===== config.mk =====
export PLATFORM = sky130hd
export DESIGN_NAME = instr_fetch_unit_flat
export DESIGN_NICKNAME = d
export VERILOG_FILES = /design/src/rtl/fetch_pkg.sv /design/src/rtl/instr_fetch_unit_if.sv /design/src/rtl/fetch_fifo.sv /design/src/rtl/instr_fetch_unit.sv /design/src/flat_wrapper.sv
export SDC_FILE = /design/constraint.sdc
export NUM_CORES = 1
export LEC_CHECK = 0
export ABC_AREA = 1
export CORE_ASPECT_RATIO = 0.6
export CORE_MARGIN = 5
export CORE_UTILIZATION = 35
export CTS_BUF_LIST = sky130_fd_sc_hd__clkbuf_4 sky130_fd_sc_hd__clkbuf_8
export DETAILED_ROUTE_END_ITERATION = 6
export HOLD_SLACK_MARGIN = 0.02
export PLACE_DENSITY = 0.52
export SYNTH_ARGS = -nofsm -noshare
export SYNTH_HDL_FRONTEND = slang
export SYNTH_HIERARCHICAL = 1
export SYNTH_SLANG_ARGS = --single-unit
export TNS_END_PERCENT = 10

===== constraint.sdc =====
create_clock -name clk -period 12 [get_ports clk]
set_clock_uncertainty 0.05 [all_clocks]
set_input_delay 2.4 -clock clk [delete_from_list [all_inputs] [get_ports clk]]
set_output_delay 2.4 -clock clk [all_outputs]
set_load 0.01 [all_outputs]

===== src/rtl/fetch_pkg.sv =====
// Shared types and constants for the instruction fetch stage.
package fetch_pkg;

  localparam int          ILEN    = 32;
  localparam logic [31:0] PC_STEP = 32'd4;

  typedef struct packed {
    logic [31:0]     pc;
    logic [ILEN-1:0] instr;
  } fetch_entry_t;

  function automatic logic [31:0] align_pc(input logic [31:0] pc);
    return {pc[31:2], 2'b00};
  endfunction

endpackage


===== src/rtl/instr_fetch_unit_if.sv =====
// Memory-side and core-side handshake signals of the fetch stage.
interface instr_fetch_unit_if;
  import fetch_pkg::*;

  logic            imem_req;
  logic [31:0]     imem_addr;
  logic            imem_gnt;
  logic            imem_rvalid;
  logic [ILEN-1:0] imem_rdata;
  logic            instr_valid;
  logic [ILEN-1:0] instr;
  logic [31:0]     instr_pc;
  logic            instr_ready;
  logic            redirect;
  logic [31:0]     redirect_pc;

  modport master (
    output imem_req, imem_addr, instr_valid, instr, instr_pc,
    input  imem_gnt, imem_rvalid, imem_rdata, instr_ready, redirect, redirect_pc
  );

  modport slave (
    input  imem_req, imem_addr, instr_valid, instr, instr_pc,
    output imem_gnt, imem_rvalid, imem_rdata, instr_ready, redirect, redirect_pc
  );

endinterface


===== src/rtl/fetch_fifo.sv =====
// In-order buffer of fetched {pc, instr} entries with synchronous flush.
module fetch_fifo
  import fetch_pkg::*;
#(
  parameter int DEPTH = 4
) (
  input  logic                     clk,
  input  logic                     rst,
  input  logic                     flush,
  input  logic                     push,
  input  fetch_entry_t             push_data,
  input  logic                     pop,
  output fetch_entry_t             head,
  output logic [$clog2(DEPTH):0]   count
);

  localparam int AW = $clog2(DEPTH);
  localparam int CW = AW + 1;

  fetch_entry_t  r_mem [DEPTH];
  logic [AW-1:0] r_rd_ptr;
  logic [AW-1:0] r_wr_ptr;
  logic [CW-1:0] r_count;

  // Entry storage; cleared on reset so an empty head reads as zero.
  always_ff @(posedge clk) begin
    if (rst) begin
      for (int i = 0; i < DEPTH; i++) begin
        r_mem[i] <= '0;
      end
    end else if (push) begin
      r_mem[r_wr_ptr] <= push_data;
    end
  end

  // Pointers and occupancy.
  always_ff @(posedge clk) begin
    if (rst || flush) begin
      r_rd_ptr <= '0;
      r_wr_ptr <= '0;
      r_count  <= '0;
    end else begin
      if (push) begin
        r_wr_ptr <= r_wr_ptr + AW'(1);
      end
      if (pop) begin
        r_rd_ptr <= r_rd_ptr + AW'(1);
      end
      case ({push, pop})
        2'b10:   r_count <= r_count + CW'(1);
        2'b01:   r_count <= r_count - CW'(1);
        default: r_count <= r_count;
      endcase
    end
  end

  assign head  = r_mem[r_rd_ptr];
  assign count = r_count;

endmodule


===== src/rtl/instr_fetch_unit.sv =====
// Decoupled fetch stage: issue/credit/discard control around fetch_fifo.
// Optional FETCH_PERF_CNT_EN adds a saturating stall_cnt output.
module instr_fetch_unit
  import fetch_pkg::*;
#(
  parameter int          DEPTH    = 4,
  parameter logic [31:0] RESET_PC = 32'h0000_0000
) (
  input  logic               clk,
  input  logic               rst,
  instr_fetch_unit_if.master bus
`ifdef FETCH_PERF_CNT_EN
  ,
  output logic [31:0]        stall_cnt
`endif
);

  localparam int             CW      = $clog2(DEPTH) + 1;
  localparam logic [CW:0]    DEPTH_W = DEPTH[CW:0];

  logic [31:0]   r_fetch_pc;
  logic [31:0]   r_resp_pc;
  logic [CW-1:0] r_pend;
  logic [CW-1:0] r_disc;

  logic [CW-1:0] w_count;
  logic [CW:0]   w_fill;
  logic [CW:0]   w_owed;
  logic          w_req;
  logic          w_grant;
  logic          w_resp;
  logic          w_drop;
  logic          w_push;
  logic          w_pop;
  fetch_entry_t  w_head;
  fetch_entry_t  w_push_data;

  // Credits: FIFO space must cover every live request, and the response
  // counters must never exceed DEPTH.
  assign w_fill  = {1'b0, w_count} + {1'b0, r_pend};
  assign w_owed  = {1'b0, r_pend} + {1'b0, r_disc};
  assign w_req   = !rst && !bus.redirect && (w_fill < DEPTH_W) && (w_owed < DEPTH_W);
  assign w_grant = w_req && bus.imem_gnt;

  // A response with nothing outstanding is a protocol error and is ignored.
  assign w_resp  = bus.imem_rvalid && ((r_pend != '0) || (r_disc != '0));
  assign w_drop  = bus.imem_rvalid && (r_disc != '0);
  assign w_push  = bus.imem_rvalid && (r_disc == '0) && (r_pend != '0) && !bus.redirect;
  assign w_pop   = bus.instr_valid && bus.instr_ready;

  assign w_push_data = '{pc: r_resp_pc, instr: bus.imem_rdata};

  fetch_fifo #(.DEPTH(DEPTH)) u_fifo (
    .clk       (clk),
    .rst       (rst),
    .flush     (bus.redirect),
    .push      (w_push),
    .push_data (w_push_data),
    .pop       (w_pop),
    .head      (w_head),
    .count     (w_count)
  );

  // Fetch/response PCs and the pending/discard counters.
  always_ff @(posedge clk) begin
    if (rst) begin
      r_fetch_pc <= RESET_PC;
      r_resp_pc  <= RESET_PC;
      r_pend     <= '0;
      r_disc     <= '0;
    end else if (bus.redirect) begin
      r_fetch_pc <= align_pc(bus.redirect_pc);
      r_resp_pc  <= align_pc(bus.redirect_pc);
      r_pend     <= '0;
      r_disc     <= r_disc + r_pend - CW'(w_resp);
    end else begin
      if (w_grant) begin
        r_fetch_pc <= r_fetch_pc + PC_STEP;
      end
      if (w_push) begin
        r_resp_pc <= r_resp_pc + PC_STEP;
      end
      if (w_drop) begin
        r_disc <= r_disc - CW'(1);
      end
      r_pend <= r_pend + CW'(w_grant) - CW'(w_push);
    end
  end

  assign bus.imem_req    = w_req;
  assign bus.imem_addr   = r_fetch_pc;
  assign bus.instr_valid = (w_count != '0) && !bus.redirect;
  assign bus.instr       = w_head.instr;
  assign bus.instr_pc    = w_head.pc;

`ifdef FETCH_PERF_CNT_EN
  logic [31:0] r_stall_cnt;

  // Cycles without an instruction for the core, saturating.
  always_ff @(posedge clk) begin
    if (rst) begin
      r_stall_cnt <= 32'd0;
    end else if (!bus.instr_valid && !bus.redirect && (r_stall_cnt != 32'hFFFF_FFFF)) begin
      r_stall_cnt <= r_stall_cnt + 32'd1;
    end else begin
      r_stall_cnt <= r_stall_cnt;
    end
  end

  assign stall_cnt = r_stall_cnt;
`endif

endmodule


===== src/flat_wrapper.sv =====
// flat-port wrapper written by rule: the top's interface ports become plain ports
module instr_fetch_unit_flat import fetch_pkg::*;
#(
  parameter int          DEPTH    = 4,
  parameter logic [31:0] RESET_PC = 32'h0000_0000
)
  (clk, rst, bus_imem_req, bus_imem_addr, bus_instr_valid, bus_instr, bus_instr_pc, bus_imem_gnt, bus_imem_rvalid, bus_imem_rdata, bus_instr_ready, bus_redirect, bus_redirect_pc);
  instr_fetch_unit_if bus_i ();
  input  logic clk;
  input  logic rst;
  output wire logic [$bits(bus_i.imem_req)-1:0] bus_imem_req;
  output wire logic [$bits(bus_i.imem_addr)-1:0] bus_imem_addr;
  output wire logic [$bits(bus_i.instr_valid)-1:0] bus_instr_valid;
  output wire logic [$bits(bus_i.instr)-1:0] bus_instr;
  output wire logic [$bits(bus_i.instr_pc)-1:0] bus_instr_pc;
  input wire logic [$bits(bus_i.imem_gnt)-1:0] bus_imem_gnt;
  input wire logic [$bits(bus_i.imem_rvalid)-1:0] bus_imem_rvalid;
  input wire logic [$bits(bus_i.imem_rdata)-1:0] bus_imem_rdata;
  input wire logic [$bits(bus_i.instr_ready)-1:0] bus_instr_ready;
  input wire logic [$bits(bus_i.redirect)-1:0] bus_redirect;
  input wire logic [$bits(bus_i.redirect_pc)-1:0] bus_redirect_pc;
  assign bus_imem_req = bus_i.imem_req;
  assign bus_imem_addr = bus_i.imem_addr;
  assign bus_instr_valid = bus_i.instr_valid;
  assign bus_instr = bus_i.instr;
  assign bus_instr_pc = bus_i.instr_pc;
  assign bus_i.imem_gnt = bus_imem_gnt;
  assign bus_i.imem_rvalid = bus_imem_rvalid;
  assign bus_i.imem_rdata = bus_imem_rdata;
  assign bus_i.instr_ready = bus_instr_ready;
  assign bus_i.redirect = bus_redirect;
  assign bus_i.redirect_pc = bus_redirect_pc;
  instr_fetch_unit #(.DEPTH(DEPTH), .RESET_PC(RESET_PC)) u_core (.clk(clk), .rst(rst), .bus(bus_i));
endmodule

==> results.env <==
RUN_STATUS='finished, final reports clean'
MAXCLOCKFREQUENCY_MHz=149
PORT_BUFFER_COUNT=163
GLOBALROUTE.TOTALOVERFLOW=0
YOSYS_MOST_USED_DFF='edfxtp_1'
SYN_AVG_CELL_AREA_UM2=8.77
GRT_PASS1_WL_UM=71600
CTS_POST_SETUP_BUFFERS_INSERTED=0
UNREPAIRED_SETUP_ENDPOINTS_AFTER_GLOBAL_ROUTING='no'
POST-ROUTE-WORST-SETUP-SLACK_NS=5.27
FLIP_FLOP_AND_LATCH_COUNT_AFTER_SYNTHESIS=331
SYNTH_ENABLE_FLOP_CELLS=256
CTSROOTBUFFERMASTER='clkbuf_8'
SYN_INST=1844
GRT_PASS1_VIAS=12800
POWER_REPORT.INTERNAL_TOTAL_mW=1.88
CRITICAL_PATH.SLOWEST_CELL='clkdlybuf4s50_1'
WORSTMARGINPINSLEW_NS=1.06
WORST_HOLD_PATH_TYPE='flip-flop to flip-flop'
GR-USAGE-MET2=0.285
SETUP-VIOLATIONS-FINAL=0
DETAILEDPLACEMENTHPWL_UM=27400
DRIVE_ABOVE_1_SHARE=0.0949
INITIAL_ANTENNA_VIOLATION_COUNT=0
ROUTED_WL_UM=46100
DIE-HEIGHT_UM=177
DETAILEDROUTE.FIRSTPASSITERATIONCOUNT=5
FINAL-MAX-SLEW-VIOLATION-COUNT=0
NETSWITCHINGFRACTION=0.242
COMBPWRFRAC=0.078
SYNTH_SEQUENTIAL_AREA_RATIO=0.568
DP_WORST_SETUP_SLACK_NS=5.22
CLKPWRFRAC=0.395
POWER.SWITCHING_uW=598
FINAL_PERIOD_MINUS_WORST_SETUP_SLACK_NS=6.73
SLEW_HEADROOM=0.291
TIMING.CRITICAL_PATH.FROM_TYPE='primary input'
ROUTE.VIAS.TOTAL=12900
DIEAREA_UM2=50800
SYNTH_CELL_TYPE_COUNT=38
TIMING.SETUP.TNS_NS=0
CTS_BUFFERS=54
CLOCKBUFFERDEPTH=3
CORE_BOX_AREA_UM2=46000
DRTANTENNAVIOLNETS=0
POST_CTS.RESIZED_INSTANCES=0
SYNTHTOPCELLSBYAREA='edfxtp_1 48%, nor2_1 9.9%, dfxtp_1 9.3%'
ROWS=61
FINAL_NET_COUNT=2081
AREA.GROWTH.SYNTH_TO_FINAL_PCT=19.3
CRITICAL_PATH.STARTPOINT='bus_redirect'
CAP_VIOLATIONS=0
R2R.WORST_PATH.CELLS=9
YS_WARN_COUNT=6
SYNTH_LARGEST_AREA_CELL='edfxtp_1'
CP_CELL_SEQUENCE='clkdlybuf4s50_1, nor2_4, nand2_2, nor2_4, nand2_1, inv_1, clkdlybuf4s50_1'
H-TREE-DEPTH=2
SYNTH_AREA_UM2=16200
WORSTSETUPENDPOINTTYPE='output pin'
FINAL_MIN_PERIOD_OVER_CLOCK_PERIOD=0.561
DOMINANT_DELAY_CONTRIBUTOR_BY_CELL_FAMILY_ON_THE_CRITICAL_PATH='buffers and inverters'
PIN_COUNT=168
YOSYS.AREA.TOP_TYPE_SHARE=0.475
STATIC-LEAKAGE-POWER_nW=7.01
POSTSYNTH.ASYNCRESETSHARE=0
TIMING_WORST_SETUP_PATH_TYPE='primary input to output pin'
LARGEST_NET_DEGREE_AT_THE_START_OF_GLOBAL_ROUTING=95
GRT.MET1_USAGE=0.257
CTS_TREE='built'
CRIT_PATH_MAX_FANOUT=15
GRT.MET3_USAGE=0.0301
WL_PER_CELL_UM=17.3
CRIT-REG2REG-CAPTURE='u_core/u_fifo/r_mem[1][33]$_SDFFCE_PN0P_'
INITIAL_CORE_UTIL=0.352
CLOCK_LATENCY_NS=0.61
CRIT_PATH_MAX_INCR_DELAY_NS=0.53
REG2REG_SETUP_SLACK_NS=8.43
ROUTABILITYCONGESTION=0.895
DRT-INITIAL-DRC-COUNT=1026
WORSTPATHREQUIRED_NS=9.55
IRDROPWORSTVDD_uV=70.3
TOP_USAGE_LAYER='met2'
ROUTE.DETAILED.DRC=0
VIASPERCELL=4.83
PATH_CLK_SLEW_NS=0.06
PWR-SHARE-SEQ=0.527
POST_CTS_HOLD_BUFFER_COUNT=0
TIMING.CRITICAL_PATH.ARRIVAL_NS=4.28
FINALHOLDVIOLATIONS=0
NUMBER_OF_CELLS_ON_THE_CRITICAL_PATH=7
CP-ENDPOINT='bus_imem_req'
POWER_PER_CELL_AREA_nW_PER_UM2=128
TRACK_USAGE=0.178
ANTENNADIODECOUNT=0
HORIZONTAL_DIE_DIMENSION_UM=288
CTS_SINKS=331
CRIT_BUF_INV=3
CRITICAL_PATH.REG2REG.STARTPOINT='u_core/r_disc[0]$_SDFFE_PP0P_'
-- synthesized netlist by cell type, types with 5 or more instances --
master and number:
nor2_1 428, nor2_2 63, o21ai_0 152, o21ai_1 25, ha_1 14, o22ai_1 66
buf_4 13, nor2_4 5, nand3_1 72, nand2_1 249, xnor2_1 5, dfxtp_1 75
buf_6 16, nor3_1 8, inv_1 226, xor2_1 10, a31oi_1 8, a21oi_1 53
buf_2 17, edfxtp_1 256, inv_2 8, buf_1 6, nand4_1 8, clkbuf_1 36
-- routing by layer --
metal	wire length, um	share of wire	vias up
li1	-	-	6345
met1	22200	0.48	6187
met2	20900	0.45	284
met3	2180	0.047	53
met4	770	0.017	0
met5	0	0	-
-- cell type report --
type / instances / area, um^2
Sequential cell: 331 / 9190
Inverter: 236 / 891
Multi-Input combinational cell: 1192 / 5640
Timing Repair Buffer: 179 / 1750
Clock inverter: 18 / 110
Clock buffer: 77 / 935
Tap cell: 630 / 788
Fill cell: 4598 / 26700
-- cells in the final DEF (no fill, tap or decap), types with 3 or more instances in the layout --
cell type / instances
o211ai_1: 3
nor2_1: 428
xnor2_1: 5
xor2_1: 10
clkbuf_4: 20
inv_2: 7
ha_1: 14
o22ai_1: 66
nand3b_1: 3
nor3b_1: 3
dfxtp_1: 73
clkbuf_8: 57
clkinv_1: 12
nand4_1: 8
inv_1: 225
nor2_2: 63
nand3_1: 72
conb_1: 4
fa_1: 3
clkdlybuf4s50_1: 162
nand2_1: 247
o21ai_1: 25
a31oi_1: 8
o21ai_4: 3
clkinv_2: 6
o21ai_0: 149
nand2_2: 3
edfxtp_1: 256
nor2_4: 5
a21oi_1: 53
nor3_1: 8
buf_4: 16
-- stage by stage --
step / power [mW] / utilization / area (um^2) / hold WS (ns) / cells
finish: 2.48 / 0.419 / 19300 / 0.386 / 2663
global route: 2.59 / 0.419 / 19300 / 0.400 / 2663
CTS: 2.51 / 0.419 / 19300 / 0.392 / 2663
detailed placement: 1.52 / 0.397 / 18300 / 0.378 / 2568
global placement: 1.52 / 0.397 / 18300 / 0.370 / 2568
floorplan: 1.43 / - / 16200 / 0.362 / 1847
-- worst min path at each step --
stage	start	end	slack (ns)	cells after the start
after floorplan	u_core/u_fifo/r_rd_ptr[1]$_SDFFE_PP0P_	flip-flop	0.36	1
after global placement	u_core/u_fifo/r_rd_ptr[1]$_SDFFE_PP0P_	flip-flop	0.37	1
after detailed placement	u_core/u_fifo/r_rd_ptr[1]$_SDFFE_PP0P_	flip-flop	0.38	1
after CTS	u_core/u_fifo/r_rd_ptr[1]$_SDFFE_PP0P_	flip-flop	0.39	1
after global routing	u_core/u_fifo/r_rd_ptr[1]$_SDFFE_PP0P_	flip-flop	0.40	1
final	u_core/u_fifo/r_rd_ptr[1]$_SDFFE_PP0P_	flip-flop	0.39	1
-- flip-flops by register name, summed over array words and instances (netlist names), named ones only --
signal / count
u_core/r_disc: 3
u_core/r_resp_pc: 30
u_core/bus.imem_addr: 30
u_core/u_fifo/r_rd_ptr: 2
u_core/r_pend: 3
u_core/u_fifo/r_wr_ptr: 2
u_core/u_fifo/r_mem: 256
u_core/u_fifo/count: 3
-- kinds of logic after synthesis --
kind of cell / after synthesis / share of synthesized area
AOI/OAI and AO/OA: 310 / 0.103
xor gates and xnor gates: 15 / 0.00812
adders and majority gates: 17 / 0.0145
buffers and inverters: 324 / 0.0870
DFF: 331 / 0.568
other: 1 / 0.000232
and+or+nand+nor: 846 / 0.219
-- power groups by stage --
stage                     clock network, mW  registers, mW  logic, mW
after floorplan                           0           1.33      0.102
after CTS                              1.01           1.30      0.198
final                                 0.978           1.30      0.194
after global placement                    0           1.33      0.195
after detailed placement                  0           1.33      0.196
after global routing                   1.06           1.31      0.216
Note: power is estimated with default switching activity, not from simulation.
